===== src/rtl/axi_rd_arbiter_2to1.sv =====
// Two-master AXI4 read arbiter: round-robin AR grant, one burst outstanding, combinational R return.
// Optional saturating grant/wait counters enabled by defining AXI_RD_ARB_PERF_EN.
module axi_rd_arbiter_2to1 #(
  parameter int ADDR_WIDTH = 64,
  parameter int DATA_WIDTH = 256,
  parameter int ID_WIDTH   = 4
) (
  input  logic                  clk,
  input  logic                  rst_n,
  input  logic                  s0_ar_valid,
  output logic                  s0_ar_ready,
  input  logic [ADDR_WIDTH-1:0] s0_ar_addr,
  input  logic [ID_WIDTH-1:0]   s0_ar_id,
  input  logic [7:0]            s0_ar_len,
  input  logic [2:0]            s0_ar_size,
  input  logic [1:0]            s0_ar_burst,
  output logic                  s0_r_valid,
  input  logic                  s0_r_ready,
  output logic [DATA_WIDTH-1:0] s0_r_data,
  output logic [ID_WIDTH-1:0]   s0_r_id,
  output logic [1:0]            s0_r_resp,
  output logic                  s0_r_last,
  input  logic                  s1_ar_valid,
  output logic                  s1_ar_ready,
  input  logic [ADDR_WIDTH-1:0] s1_ar_addr,
  input  logic [ID_WIDTH-1:0]   s1_ar_id,
  input  logic [7:0]            s1_ar_len,
  input  logic [2:0]            s1_ar_size,
  input  logic [1:0]            s1_ar_burst,
  output logic                  s1_r_valid,
  input  logic                  s1_r_ready,
  output logic [DATA_WIDTH-1:0] s1_r_data,
  output logic [ID_WIDTH-1:0]   s1_r_id,
  output logic [1:0]            s1_r_resp,
  output logic                  s1_r_last,
  output logic                  m_ar_valid,
  input  logic                  m_ar_ready,
  output logic [ADDR_WIDTH-1:0] m_ar_addr,
  output logic [ID_WIDTH:0]     m_ar_id,
  output logic [7:0]            m_ar_len,
  output logic [2:0]            m_ar_size,
  output logic [1:0]            m_ar_burst,
  input  logic                  m_r_valid,
  output logic                  m_r_ready,
  input  logic [DATA_WIDTH-1:0] m_r_data,
  input  logic [ID_WIDTH:0]     m_r_id,
  input  logic [1:0]            m_r_resp,
  input  logic                  m_r_last,
  output logic                  id_err
`ifdef AXI_RD_ARB_PERF_EN
  ,
  output logic [31:0]           perf_grant0,
  output logic [31:0]           perf_grant1,
  output logic [31:0]           perf_wait0,
  output logic [31:0]           perf_wait1
`endif
);

  // state | meaning
  // IDLE  | arbitrate; ar_ready offered to the winner only
  // ADDR  | registered AR presented downstream until m_ar_ready
  // DATA  | R beats routed to r_gnt until the last-beat handshake
  typedef enum logic [1:0] {ST_IDLE, ST_ADDR, ST_DATA} state_t;

  state_t                r_state;
  logic                  r_rr;
  logic                  r_gnt;
  logic                  r_m_ar_valid;
  logic                  r_id_err;
  logic [ADDR_WIDTH-1:0] r_ar_addr;
  logic [ID_WIDTH:0]     r_ar_id;
  logic [7:0]            r_ar_len;
  logic [2:0]            r_ar_size;
  logic [1:0]            r_ar_burst;

  logic w_idle;
  logic w_data;
  logic w_sel;
  logic w_ar_hs;
  logic w_r_hs;

  // rst_n gates the grant so ar_ready reads 0 while reset is held
  assign w_idle  = (r_state == ST_IDLE) && rst_n;
  assign w_data  = (r_state == ST_DATA);
  assign w_sel   = (s0_ar_valid && s1_ar_valid) ? ~r_rr : s1_ar_valid;
  assign s0_ar_ready = w_idle && s0_ar_valid && !w_sel;
  assign s1_ar_ready = w_idle && s1_ar_valid && w_sel;
  assign w_ar_hs = s0_ar_ready || s1_ar_ready;

  assign m_r_ready  = w_data && (r_gnt ? s1_r_ready : s0_r_ready);
  assign w_r_hs     = m_r_valid && m_r_ready;
  assign s0_r_valid = w_data && !r_gnt && m_r_valid;
  assign s1_r_valid = w_data && r_gnt && m_r_valid;
  assign s0_r_data  = m_r_data;
  assign s1_r_data  = m_r_data;
  assign s0_r_id    = m_r_id[ID_WIDTH-1:0];
  assign s1_r_id    = m_r_id[ID_WIDTH-1:0];
  assign s0_r_resp  = m_r_resp;
  assign s1_r_resp  = m_r_resp;
  assign s0_r_last  = m_r_last;
  assign s1_r_last  = m_r_last;

  assign m_ar_valid = r_m_ar_valid;
  assign m_ar_addr  = r_ar_addr;
  assign m_ar_id    = r_ar_id;
  assign m_ar_len   = r_ar_len;
  assign m_ar_size  = r_ar_size;
  assign m_ar_burst = r_ar_burst;
  assign id_err     = r_id_err;

  always_ff @(posedge clk or negedge rst_n) begin
    if (!rst_n) begin
      r_state      <= ST_IDLE;
      r_rr         <= 1'b1;
      r_gnt        <= 1'b0;
      r_m_ar_valid <= 1'b0;
      r_id_err     <= 1'b0;
      r_ar_addr    <= '0;
      r_ar_id      <= '0;
      r_ar_len     <= '0;
      r_ar_size    <= '0;
      r_ar_burst   <= '0;
    end else begin
      case (r_state)
        ST_IDLE: begin
          if (w_ar_hs) begin
            r_gnt        <= w_sel;
            r_rr         <= w_sel;
            r_m_ar_valid <= 1'b1;
            r_ar_addr    <= w_sel ? s1_ar_addr  : s0_ar_addr;
            r_ar_id      <= {w_sel, (w_sel ? s1_ar_id : s0_ar_id)};
            r_ar_len     <= w_sel ? s1_ar_len   : s0_ar_len;
            r_ar_size    <= w_sel ? s1_ar_size  : s0_ar_size;
            r_ar_burst   <= w_sel ? s1_ar_burst : s0_ar_burst;
            r_state      <= ST_ADDR;
          end
        end
        ST_ADDR: begin
          if (m_ar_ready) begin
            r_m_ar_valid <= 1'b0;
            r_state      <= ST_DATA;
          end
        end
        ST_DATA: begin
          if (w_r_hs) begin
            if (m_r_id[ID_WIDTH] != r_gnt) r_id_err <= 1'b1;
            if (m_r_last) r_state <= ST_IDLE;
          end
        end
        default: r_state <= ST_IDLE;
      endcase
    end
  end

`ifdef AXI_RD_ARB_PERF_EN
  logic [31:0] r_perf_grant0;
  logic [31:0] r_perf_grant1;
  logic [31:0] r_perf_wait0;
  logic [31:0] r_perf_wait1;

  always_ff @(posedge clk or negedge rst_n) begin
    if (!rst_n) begin
      r_perf_grant0 <= '0;
      r_perf_grant1 <= '0;
      r_perf_wait0  <= '0;
      r_perf_wait1  <= '0;
    end else begin
      if (s0_ar_ready && r_perf_grant0 != 32'hFFFF_FFFF) r_perf_grant0 <= r_perf_grant0 + 32'd1;
      if (s1_ar_ready && r_perf_grant1 != 32'hFFFF_FFFF) r_perf_grant1 <= r_perf_grant1 + 32'd1;
      if (s0_ar_valid && !s0_ar_ready && r_perf_wait0 != 32'hFFFF_FFFF)
        r_perf_wait0 <= r_perf_wait0 + 32'd1;
      if (s1_ar_valid && !s1_ar_ready && r_perf_wait1 != 32'hFFFF_FFFF)
        r_perf_wait1 <= r_perf_wait1 + 32'd1;
    end
  end

  assign perf_grant0 = r_perf_grant0;
  assign perf_grant1 = r_perf_grant1;
  assign perf_wait0  = r_perf_wait0;
  assign perf_wait1  = r_perf_wait1;
`endif

endmodule

===== config.mk =====
export PLATFORM = sky130hd
export DESIGN_NAME = axi_rd_arbiter_2to1
export DESIGN_NICKNAME = d
export VERILOG_FILES = /design/src/rtl/axi_rd_arbiter_2to1.sv
export SDC_FILE = /design/constraint.sdc
export NUM_CORES = 1
export LEC_CHECK = 0
export CAP_MARGIN = 20
export CORE_AREA = 2 2 405 407
export CTS_CLUSTER_SIZE = 40
export DETAILED_ROUTE_END_ITERATION = 16
export DIE_AREA = 0 0 407 409
export MAX_ROUTING_LAYER = met4
export PLACE_DENSITY = 0.3
export SLEW_MARGIN = 10
export SYNTH_ARGS = -nofsm -noshare
export SYNTH_HDL_FRONTEND = slang
export SYNTH_SLANG_ARGS = --single-unit
export TNS_END_PERCENT = 10

===== constraint.sdc =====
create_clock -name clk -period 3 [get_ports clk]
set_input_delay 0.45 -clock clk [delete_from_list [all_inputs] [get_ports clk]]
set_output_delay 0.45 -clock clk [all_outputs]
set_load 0.02 [all_outputs]

==> qor.yml, run 1 <==
power_and_ir_drop:
  comb_power_share_pct: 54.7
  power_density_mw_per_mm2: 771
  power_mw: 7.82
  irDropWorstVdd_mv: 0.330
  power.share.sequential_pct: 27.9
  p_leak_nw: 2.78
  switchingPower_mw: 3.28
  switching_share_pct: 42.0
  p_int_mw: 4.54
  pwr-share-clk_pct: 17.4
clock_tree:
  clock_latency_ns: 0.44
  cts_buffers: 9
  cts_buffer_depth: 2
  cts.clk_slew.worst_paths_ns: 0.08
  cts_root_buf: "clkbuf_16"
  htree_levels: 3
  cts_setup_buffers: 0
  clkSinkCount: 87
  cts_tree: "yes"
setup_path:
  rrSetupSlack_ns: 1.08
  reg2reg_to: "r_gnt"
  startpoint_type: "input pin"
  endpoint_kind: "primary output"
  r2r-start: "r_state[1]"
  reg2regPathDepth: 5
  crit_required_ns: 2.55
  cp_data_arrival_time_ns: 2.45
  crit_type: "in2out"
  cp_max_fo: 2
global_routing:
  globalRoute.totalOverflow: 0
  grt_max_degree: 86
  antenna_found_initial: 7
  grt_pass1_vias: 5461
  grt_pass1_wl_mm: 69.7
  grt_use_total_pct: 7.04
sta:
  fmax_mhz: 345
  rsz0062_at_grt: "false"
  clock_skew_ns: 0.0152
  finalCritPeriodShare_pct: 96.6
  tightest_slew_ns: 0.816
  setup_violations: 0
  hold_viol_final: 0
  fin_setup_tns_ns: 0
  slew_violations: 0
  fin_crit_ns: 2.90
  max-slew-margin-rel_pct: 45.4
logic_synthesis:
  ys.flop_type: "dfrtp_1"
  synth_edf_count: 0
  syn_inst: 847
  ys_warn_count: 0
  synth.avg_cell_area_um2: 9.93
  synthArstFlopShare_pct: 100
  synth-seq-cells: 87
  synth_area_mm2: 0.00841
  synth_cell_type_count: 29
  syn_nets: 1281
  ys_seq_area_share_pct: 25.9
outcome:
  status: "finished clean"
routing:
  vias_per_cell: 1.80
  wirelength_mm: 58.6
  dr_total_vias: 4974
  first_pass_iters: 4
  wl_per_cell_um: 21.2
  dr.first_iter.drc_count: 298
  antenna_left: 0
  drt_drc_violations_left: 0
placement:
  placed_cells: 2733
  port_buffers: 262
  dp_hpwl_mm: 49.9
  gp_congestion: 0.743
job:
  cap_violations: 0
final_layout:
  utilization_pct: 6.26
  areaGrowthSynthToFinish_pct: 20.6
  final_nets: 1004
  layout.cells.non_filler: 2758
  drive_gt1_share_pct: 19.7
die:
  num_rows: 148
  coreArea_mm2: 0.162
  io_pins: 1049
  die_area_mm2: 0.166
  die_x_um: 407
  die_h_um: 409
  start_util_pct: 5.19
worst_hold_path:
  hold_path_class: "in2async"
power by group through the flow:
stage | Combinational (mW) | Clock (mW) | Sequential (mW)
after floorplan | 2.62 | 0 | 2.77
after global placement | 4.33 | 0 | 2.18
after detailed placement | 4.35 | 0 | 2.20
after CTS | 4.36 | 1.54 | 2.19
after global routing | 4.52 | 1.51 | 2.26
final | 4.28 | 1.36 | 2.18
worst max-delay path by stage:
stage	start	depth (start not counted)	endpoint	slack, ns
after global placement	s1_ar_valid	6	s0_ar_ready	-0.18
after global routing	r_state[0]	4	s0_ar_ready	0.03
after detailed placement	s0_ar_valid	6	s0_ar_ready	-0.14
after CTS	r_state[0]	4	s0_ar_ready	0.05
final	s1_ar_valid	4	s1_ar_ready	0.10
after floorplan	s1_ar_valid	4	s1_ar_ready	0.83
critical path: stages:
cell and delay (ns):
clkdlybuf4s50_1 0.50, a21bo_4 0.26, nor4b_2 0.50, clkdlybuf4s50_1 0.73
metal layers:
metal	track usage [%]	part of all wire [%]	vias to the layer above
met5	-	0	-
met1	5.06	26	2246
met4	3.63	4.6	0
li1	-	-	1871
met2	10.8	46	754
met3	7.30	23	103
through the flow:
stage	area [um^2]	setup slack, ns	hold slack, ns
5_1_grt	10100	0.0301	0.148
3_3_place_gp	9810	-0.178	0.336
2_1_floorplan	8410	0.835	0.154
6_report	10100	0.101	0.137
3_5_place_dp	9810	-0.139	0.336
4_1_cts	10100	0.0519	0.104
cells in the mapped netlist, types with 2 or more instances:
cell type	instances	share of area, %
buf_4	527	47
dfrtp_1	86	26
o32ai_1	81	8.4
a2bb2oi_2	68	12
clkbuf_1	21	0.94
buf_2	15	0.89
a2bb2oi_1	13	1.4
buf_6	8	1.1
nor2b_1	4	0.30
nand2_1	3	0.13
a21o_1	2	0.18
nor2_1	2	0.089
cells by family (layout without fill, tap and decap cells):
family	Yosys count	count (layout)	share of synthesized area (%)
AND/OR/NAND/NOR	15	15	1.16
buffers and inverters	572	300	50.0
multiplexers	1	1	0.119
AO/OA/AOI/OAI	171	171	22.8
flip-flops	87	87	25.9
other	0	8	0
XOR/XNOR	1	1	0.104
cell type report:
class                   count  area (um^2)
repair buffers            283         2860
clock inverters             4         53.8
diodes                      8         20.0
inverters                   1         6.26
flip-flops and latches     87         2180
fillers                 19006       152000
clock buffers              12          246
multi-input cells         188         2060
well taps                2175         2720
registers in the layout (all words and copies together) (netlist names):
register and count:
m_ar_id 4, m_ar_addr 64, m_ar_len 8, id_err 1, m_ar_valid 1, r_gnt 1
r_state 2, m_ar_size 3, m_ar_burst 2, r_rr 1
placed cells by master, fill, tap and decap left out, drive strengths merged, types with 2 or more instances in the layout:
cell and instances:
nor2 2, o32ai 81, dfrtp 86, nand2 3
diode 8, nor2b 4, clkinvlp 2, buf 22
a2bb2oi 81, inv 2, clkdlybuf4s50 260, clkbuf 12
nor3b 2, a21o 2
repair_timing:
| action | in CTS | in global routing |
|---|---|---|
| endpoints found under the setup margin | 2 | 0 |
| hold buffers | 1 | 0 |
| gates resized for setup | 2 | 0 |
| hold endpoints to repair | 10 | 0 |
No activity file was read; power rests on OpenSTA's default activity.
==> inputs of run 2 (changes only) <==
--- a/config.mk
+++ b/config.mk
@@ -7,9 +7,9 @@
 export LEC_CHECK = 0
 export CAP_MARGIN = 20
 export CORE_AREA = 2 2 405 407
-export CTS_CLUSTER_SIZE = 40
 export DETAILED_ROUTE_END_ITERATION = 16
 export DIE_AREA = 0 0 407 409
+export HOLD_SLACK_MARGIN = 0.15
 export MAX_ROUTING_LAYER = met4
 export PLACE_DENSITY = 0.3
 export SLEW_MARGIN = 10
==> qor.yml, run 2 (synthesized netlist as in run 1, its figures left out) <==
setup_path:
  worstSetupStartpoint: "s1_ar_valid"
  reg2reg_to: "r_gnt"
  rrSetupSlack_ns: 1.07  # about the same
  startpoint_type: "input pin"
  reg2regPathDepth: 5  # unchanged
  critPathSlowestCell: "clkdlybuf4s50_1"
  crit_type: "in2out"
  r2r-start: "r_state[0]"
  crit_path_end: "s0_ar_ready"
  path_cells: "clkdlybuf4s50_1 -> buf_4 -> nor2b_4 -> nor3b_2 -> buf_4 -> clkdlybuf4s50_1"
  crit_required_ns: 2.55  # about the same
  cp_max_fo: 4  # +2
  cp_data_arrival_time_ns: 2.38  # -0.07 ns
  cp_slowest_stage_delay_ns: 0.61  # -0.12 ns
  endpoint_kind: "primary output"
sta:
  holdWs_ns: 0.494  # +0.357 ns
  slew_violations: 0  # unchanged
  fmax_mhz: 353  # +2.3%
  setup_violations: 0  # unchanged
  clock_skew_ns: 0.0162  # +0.00103 ns
  finalCritPeriodShare_pct: 94.5  # -2.1 points
  fin_crit_ns: 2.83  # -0.0645 ns
  max-slew-margin-rel_pct: 46.2  # +0.71 points
  hold_viol_final: 0  # unchanged
  tightest_slew_ns: 0.805  # -0.0107 ns
  fin_setup_tns_ns: 0  # unchanged
  rsz0062_at_grt: "false"
power_and_ir_drop:
  p_leak_nw: 2.79  # +0.15%
  power_density_mw_per_mm2: 772  # about the same
  power_mw: 7.83  # +0.11%
  irDropWorstVdd_mv: 0.330  # +0.17%
global_routing:
  grt_pass1_vias: 5468  # +0.13%
  grt_max_degree: 86  # unchanged
  grt_pass1_wl_mm: 69.9  # +0.33%
  antenna_found_initial: 7  # unchanged
  globalRoute.totalOverflow: 0  # unchanged
  grt_use_total_pct: 7.06  # +0.020 points
routing:
  wl_per_cell_um: 21.3  # +0.43%
  vias_per_cell: 1.82  # +1.1%
  first_pass_iters: 4  # unchanged
  antenna_left: 0  # unchanged
  wirelength_mm: 58.8  # +0.36%
  dr_total_vias: 5024  # +1.0%
  drt_drc_violations_left: 0  # unchanged
  dr.first_iter.drc_count: 299  # +0.34%
final_layout:
  final_cell_mix: "clkdlybuf4s50_1 (260), dfrtp_1 (86), o32ai_1 (81)"
  drive_gt1_share_pct: 19.6  # -0.034 points
  layout_commonest_cell: "clkdlybuf4s50_1"
  areaGrowthSynthToFinish_pct: 20.6  # about the same
  largest_reg_flops: 64  # unchanged
  final_nets: 1005  # +0.10%
outcome:
  status: "finished clean"
die:
  die_x_um: 407  # unchanged
  io_pins: 1049  # unchanged
  coreArea_mm2: 0.162  # unchanged
  num_rows: 148  # unchanged
  die_h_um: 409  # unchanged
  die_area_mm2: 0.166  # unchanged
  start_util_pct: 5.19  # unchanged
placement:
  gp_congestion: 0.743  # unchanged
  dp_hpwl_mm: 49.9  # unchanged
  port_buffers: 262  # unchanged
worst_hold_path:
  hold_path_class: "reg2reg"
clock_tree:
  cts_buffers: 9  # unchanged
  cts_root_buf: "clkbuf_16"
  cts_tree: "yes"
  cts_buffer_depth: 2  # unchanged
  clock_latency_ns: 0.44  # about the same
  htree_levels: 3  # unchanged
  cts_setup_buffers: 0  # unchanged
  cts.clk_slew.worst_paths_ns: 0.07  # about the same
  clkSinkCount: 87  # unchanged
job:
  cap_violations: 0  # unchanged
run 2: cell types whose count changed in the layout (fill, tap and decap cells not counted):
cell	delta
diode_2	-3
dlygate4sd3_1	+1
run 2: power by group:
| part | switching (mW) | internal (mW) | total [mW] |
|---|---|---|---|
| clock network | 0.684 | 0.673 | 1.36 |
| registers | 0.457 | 1.73 | 2.19 |
| logic | 2.15 | 2.14 | 4.29 |
| total | 3.29 | 4.54 | 7.83 |
run 2: routing by layer:
metal / up-vias / share of wire, % / track usage [%]
li1: 1870 / - / -
met1: 2302 / 26 / 5.07
met2: 754 / 46 / 11.0
met3: 98 / 23 / 7.29
met4: 0 / 4.3 / 3.51
met5: - / 0 / -
run 2: timing repair:
item | in CTS | in global routing
resized for setup | 2 | 0
hold endpoints to repair | 10 | 0
hold buffers | 2 | 0
setup endpoints to repair | 2 | 0
run 2: worst max-delay path, delay by kind of cell:
kind                   cells  cell delay (ns)
buffers and inverters      4             1.45
and+or+nand+nor            2             0.47
run 2: worst min-delay path by stage:
stage	from	to	slack (ns)	cells after the start
after floorplan	rst_n	id_err	0.15	0
after global placement	rst_n	r_state[0]	0.34	1
after detailed placement	rst_n	r_state[0]	0.34	1
after CTS	id_err	id_err	0.49	1
after global routing	id_err	id_err	0.52	1
final	m_ar_valid	m_ar_valid	0.49	1
run 2: area by class of cell:
type / count / area, um^2
fill: 19002 / 152000
timing repair buffer: 284 / 2870
tap: 2175 / 2720
sequential: 87 / 2180
multi-input combinational: 188 / 2060
clock buffer: 12 / 246
clock inverter: 4 / 53.8
antenna: 5 / 12.5
inverter: 1 / 6.26
run 2: metrics by stage:
step | setup WS, ns | cells | instance area, um^2 | utilization [%]
global placement | -0.178 | 2733 | 9810 | 6.05
detailed placement | -0.139 | 2733 | 9810 | 6.05
global route | 0.0301 | 2756 | 10100 | 6.26
finish | 0.165 | 2756 | 10100 | 6.26
floorplan | 0.835 | 847 | 8410 | -
CTS | 0.0519 | 2751 | 10100 | 6.26
==> inputs of run 3 (changes only) <==
--- a/config.mk
+++ b/config.mk
@@ -6,9 +6,9 @@
 export NUM_CORES = 1
 export LEC_CHECK = 0
 export CAP_MARGIN = 20
-export CORE_AREA = 2 2 405 407
+export CORE_AREA = 2 2 407 409
 export DETAILED_ROUTE_END_ITERATION = 16
-export DIE_AREA = 0 0 407 409
+export DIE_AREA = 0 0 409 411
 export HOLD_SLACK_MARGIN = 0.15
 export MAX_ROUTING_LAYER = met4
 export PLACE_DENSITY = 0.3
==> constraint.sdc (replaced) <==
create_clock -name clk -period 2.5 [get_ports clk]
set_input_delay 0.375 -clock clk [delete_from_list [all_inputs] [get_ports clk]]
set_output_delay 0.375 -clock clk [all_outputs]
set_load 0.02 [all_outputs]
==> qor.yml, run 3 (synthesized netlist as in run 1, its figures left out) <==
sta:
  setup_violations: 0  # unchanged
  holdWs_ns: 0.488  # -0.00637 ns
  hold_viol_final: 0  # unchanged
  finalCritPeriodShare_pct: 95.4
  slew_violations: 0  # unchanged
  clock_skew_ns: 0.0169  # +0.000654 ns
  tightest_slew_ns: 0.812  # +0.00700 ns
  rsz0062_at_grt: "false"
  fin_crit_ns: 2.39
  max-slew-margin-rel_pct: 45.9  # -0.29 points
  fmax_mhz: 419
routing:
  dr.first_iter.drc_count: 207  # -31%
  dr_total_vias: 5044  # +0.40%
  drt_drc_violations_left: 0  # unchanged
  wl_per_cell_um: 21.5  # +0.87%
  wirelength_mm: 59.8  # +1.6%
  first_pass_iters: 4  # unchanged
  vias_per_cell: 1.82  # -0.33%
  antenna_left: 0  # unchanged
setup_path:
  cp_slowest_stage_delay_ns: 0.54  # -0.07 ns
  worstSetupStartpoint: "s1_ar_valid"
  critPathSlowestCell: "clkdlybuf4s50_1"
  crit_type: "in2out"
  critPathBufInv: 4  # unchanged
  reg2regPathDepth: 5  # unchanged
  r2r-start: "r_state[1]"
  cp_max_fo: 4  # unchanged
  crit_path_end: "s1_ar_ready"
  cp_data_arrival_time_ns: 2.01  # -0.37 ns
  path_cells: "clkdlybuf4s50_1 -> buf_4 -> a21bo_4 -> nor4b_1 -> buf_4 -> buf_12"
  timing.critical_path.mode_cell: "buf_4"
  crit_required_ns: 2.12  # -0.43 ns
  reg2reg_to: "m_ar_addr[25]"
  startpoint_type: "input pin"
  endpoint_kind: "primary output"
  rrSetupSlack_ns: 0.57  # -0.50 ns
  cp_top_family: "buffers and inverters"
  cp_num_cells: 6  # unchanged
final_layout:
  final_cell_mix: "clkdlybuf4s50_1 (256), dfrtp_1 (84), o32ai_1 (81)"
  areaGrowthSynthToFinish_pct: 22.2
  layout_commonest_cell: "clkdlybuf4s50_1"
  largest_reg_flops: 64  # unchanged
  fillers: 19206  # +1.1%
  final_nets: 1014  # +0.90%
  layout.cells.non_filler: 2776  # +0.73%
  drive_gt1_share_pct: 22.2  # +2.6 points
clock_tree:
  cts_buffer_depth: 2  # unchanged
  cts_tree: "yes"
  cts_buffers: 9  # unchanged
  htree_levels: 3  # unchanged
  cts_root_buf: "clkbuf_16"
  clkSinkCount: 87  # unchanged
  clock_latency_ns: 0.43  # about the same
  cts.clk_slew.worst_paths_ns: 0.08  # about the same
global_routing:
  globalRoute.totalOverflow: 0  # unchanged
  grt_pass1_wl_mm: 71.5  # +2.3%
  grt_use_total_pct: 7.07  # +0.0073 points
  grt_pass1_vias: 5464  # -0.073%
  antenna_found_initial: 10  # +3
  grt_max_degree: 45  # -48%
outcome:
  status: "finished clean"
die:
  die_h_um: 411  # +0.49%
  num_rows: 149  # +0.68%
  die_x_um: 409  # +0.49%
  coreArea_mm2: 0.164  # +1.1%
  io_pins: 1049  # unchanged
  die_area_mm2: 0.168  # +0.98%
  start_util_pct: 5.13  # -0.058 points
power_and_ir_drop:
  irDropWorstVdd_mv: 0.376  # +14%
  p_leak_nw: 2.87  # +3.1%
  power_density_mw_per_mm2: 912  # +18%
worst_hold_path:
  hold_path_class: "reg2reg"
  hp-start: "id_err"
placement:
  dp_hpwl_mm: 52.4  # +5.1%
  placed_cells: 2753  # +0.73%
  gp_congestion: 0.832  # +12%
  port_buffers: 262  # unchanged
job:
  cap_violations: 0  # unchanged
## run 3: cell count changes in the layout (fill, tap and decap cells not counted), moves of 2 or more
cell / change
dfrtp_2: +2
clkbuf_1: -2
diode_2: -3
buf_4: +6
clkinv_4: +2
clkdlybuf4s50_1: -4
buf_6: +2
dfrtp_1: -2
buf_12: +5
## run 3: metrics by stage
| stage | utilization [%] | setup TNS [ns] | setup slack (ns) | instance area (um^2) | total power [mW] |
|---|---|---|---|---|---|
| 2_1_floorplan | - | 0 | 0.485 | 8410 | 6.47 |
| 3_3_place_gp | 6.05 | -0.862 | -0.862 | 9910 | 7.79 |
| 3_5_place_dp | 6.05 | -0.837 | -0.837 | 9910 | 7.82 |
| 4_1_cts | 6.27 | 0 | 0.0110 | 10300 | 9.71 |
| 5_1_grt | 6.28 | 0 | 0.0159 | 10300 | 9.95 |
| 6_report | 6.28 | 0 | 0.114 | 10300 | 9.38 |
## run 3: timing repair
action / in CTS / in global routing
pin swaps: 1 / 0
resized for setup: 13 / 1
endpoints found under the hold margin: 17 / 0
setup buffers: 3 / 0
hold buffers: 2 / 0
endpoints found under the setup margin: 2 / 1
## run 3: worst min path at each step
stage,end,cells past startpoint
6_report,id_err,1
5_1_grt,id_err,1
4_1_cts,id_err,1
3_5_place_dp,id_err,1
3_3_place_gp,id_err,1
2_1_floorplan,id_err,0
## run 3: power breakdown
part	internal, mW	total (mW)	switching [mW]
Clock	0.720	1.61	0.887
Sequential	2.08	2.61	0.539
Combinational	2.66	5.16	2.50
Total	5.46	9.38	3.93
## run 3: area by class of cell
cell class | instances | area (um^2) | share of cell area [%]
well taps | 2189 | 2740 | 26.6
inverters | 1 | 6.26 | 0.0608
multi-input cells | 188 | 2070 | 20.1
flip-flops and latches | 87 | 2180 | 21.2
clock buffers | 10 | 239 | 2.32
diodes | 2 | 5.00 | 0.0487
clock inverters | 6 | 52.6 | 0.511
repair buffers | 293 | 3000 | 29.1
## run 3: layer usage
layer | vias to the layer above | wire, um | global-route usage, %
met5 | - | 0 | -
met3 | 83 | 14600 | 8.05
met4 | 0 | 2240 | 3.03
li1 | 1884 | - | -
met1 | 2236 | 15500 | 4.96
met2 | 841 | 27400 | 10.8
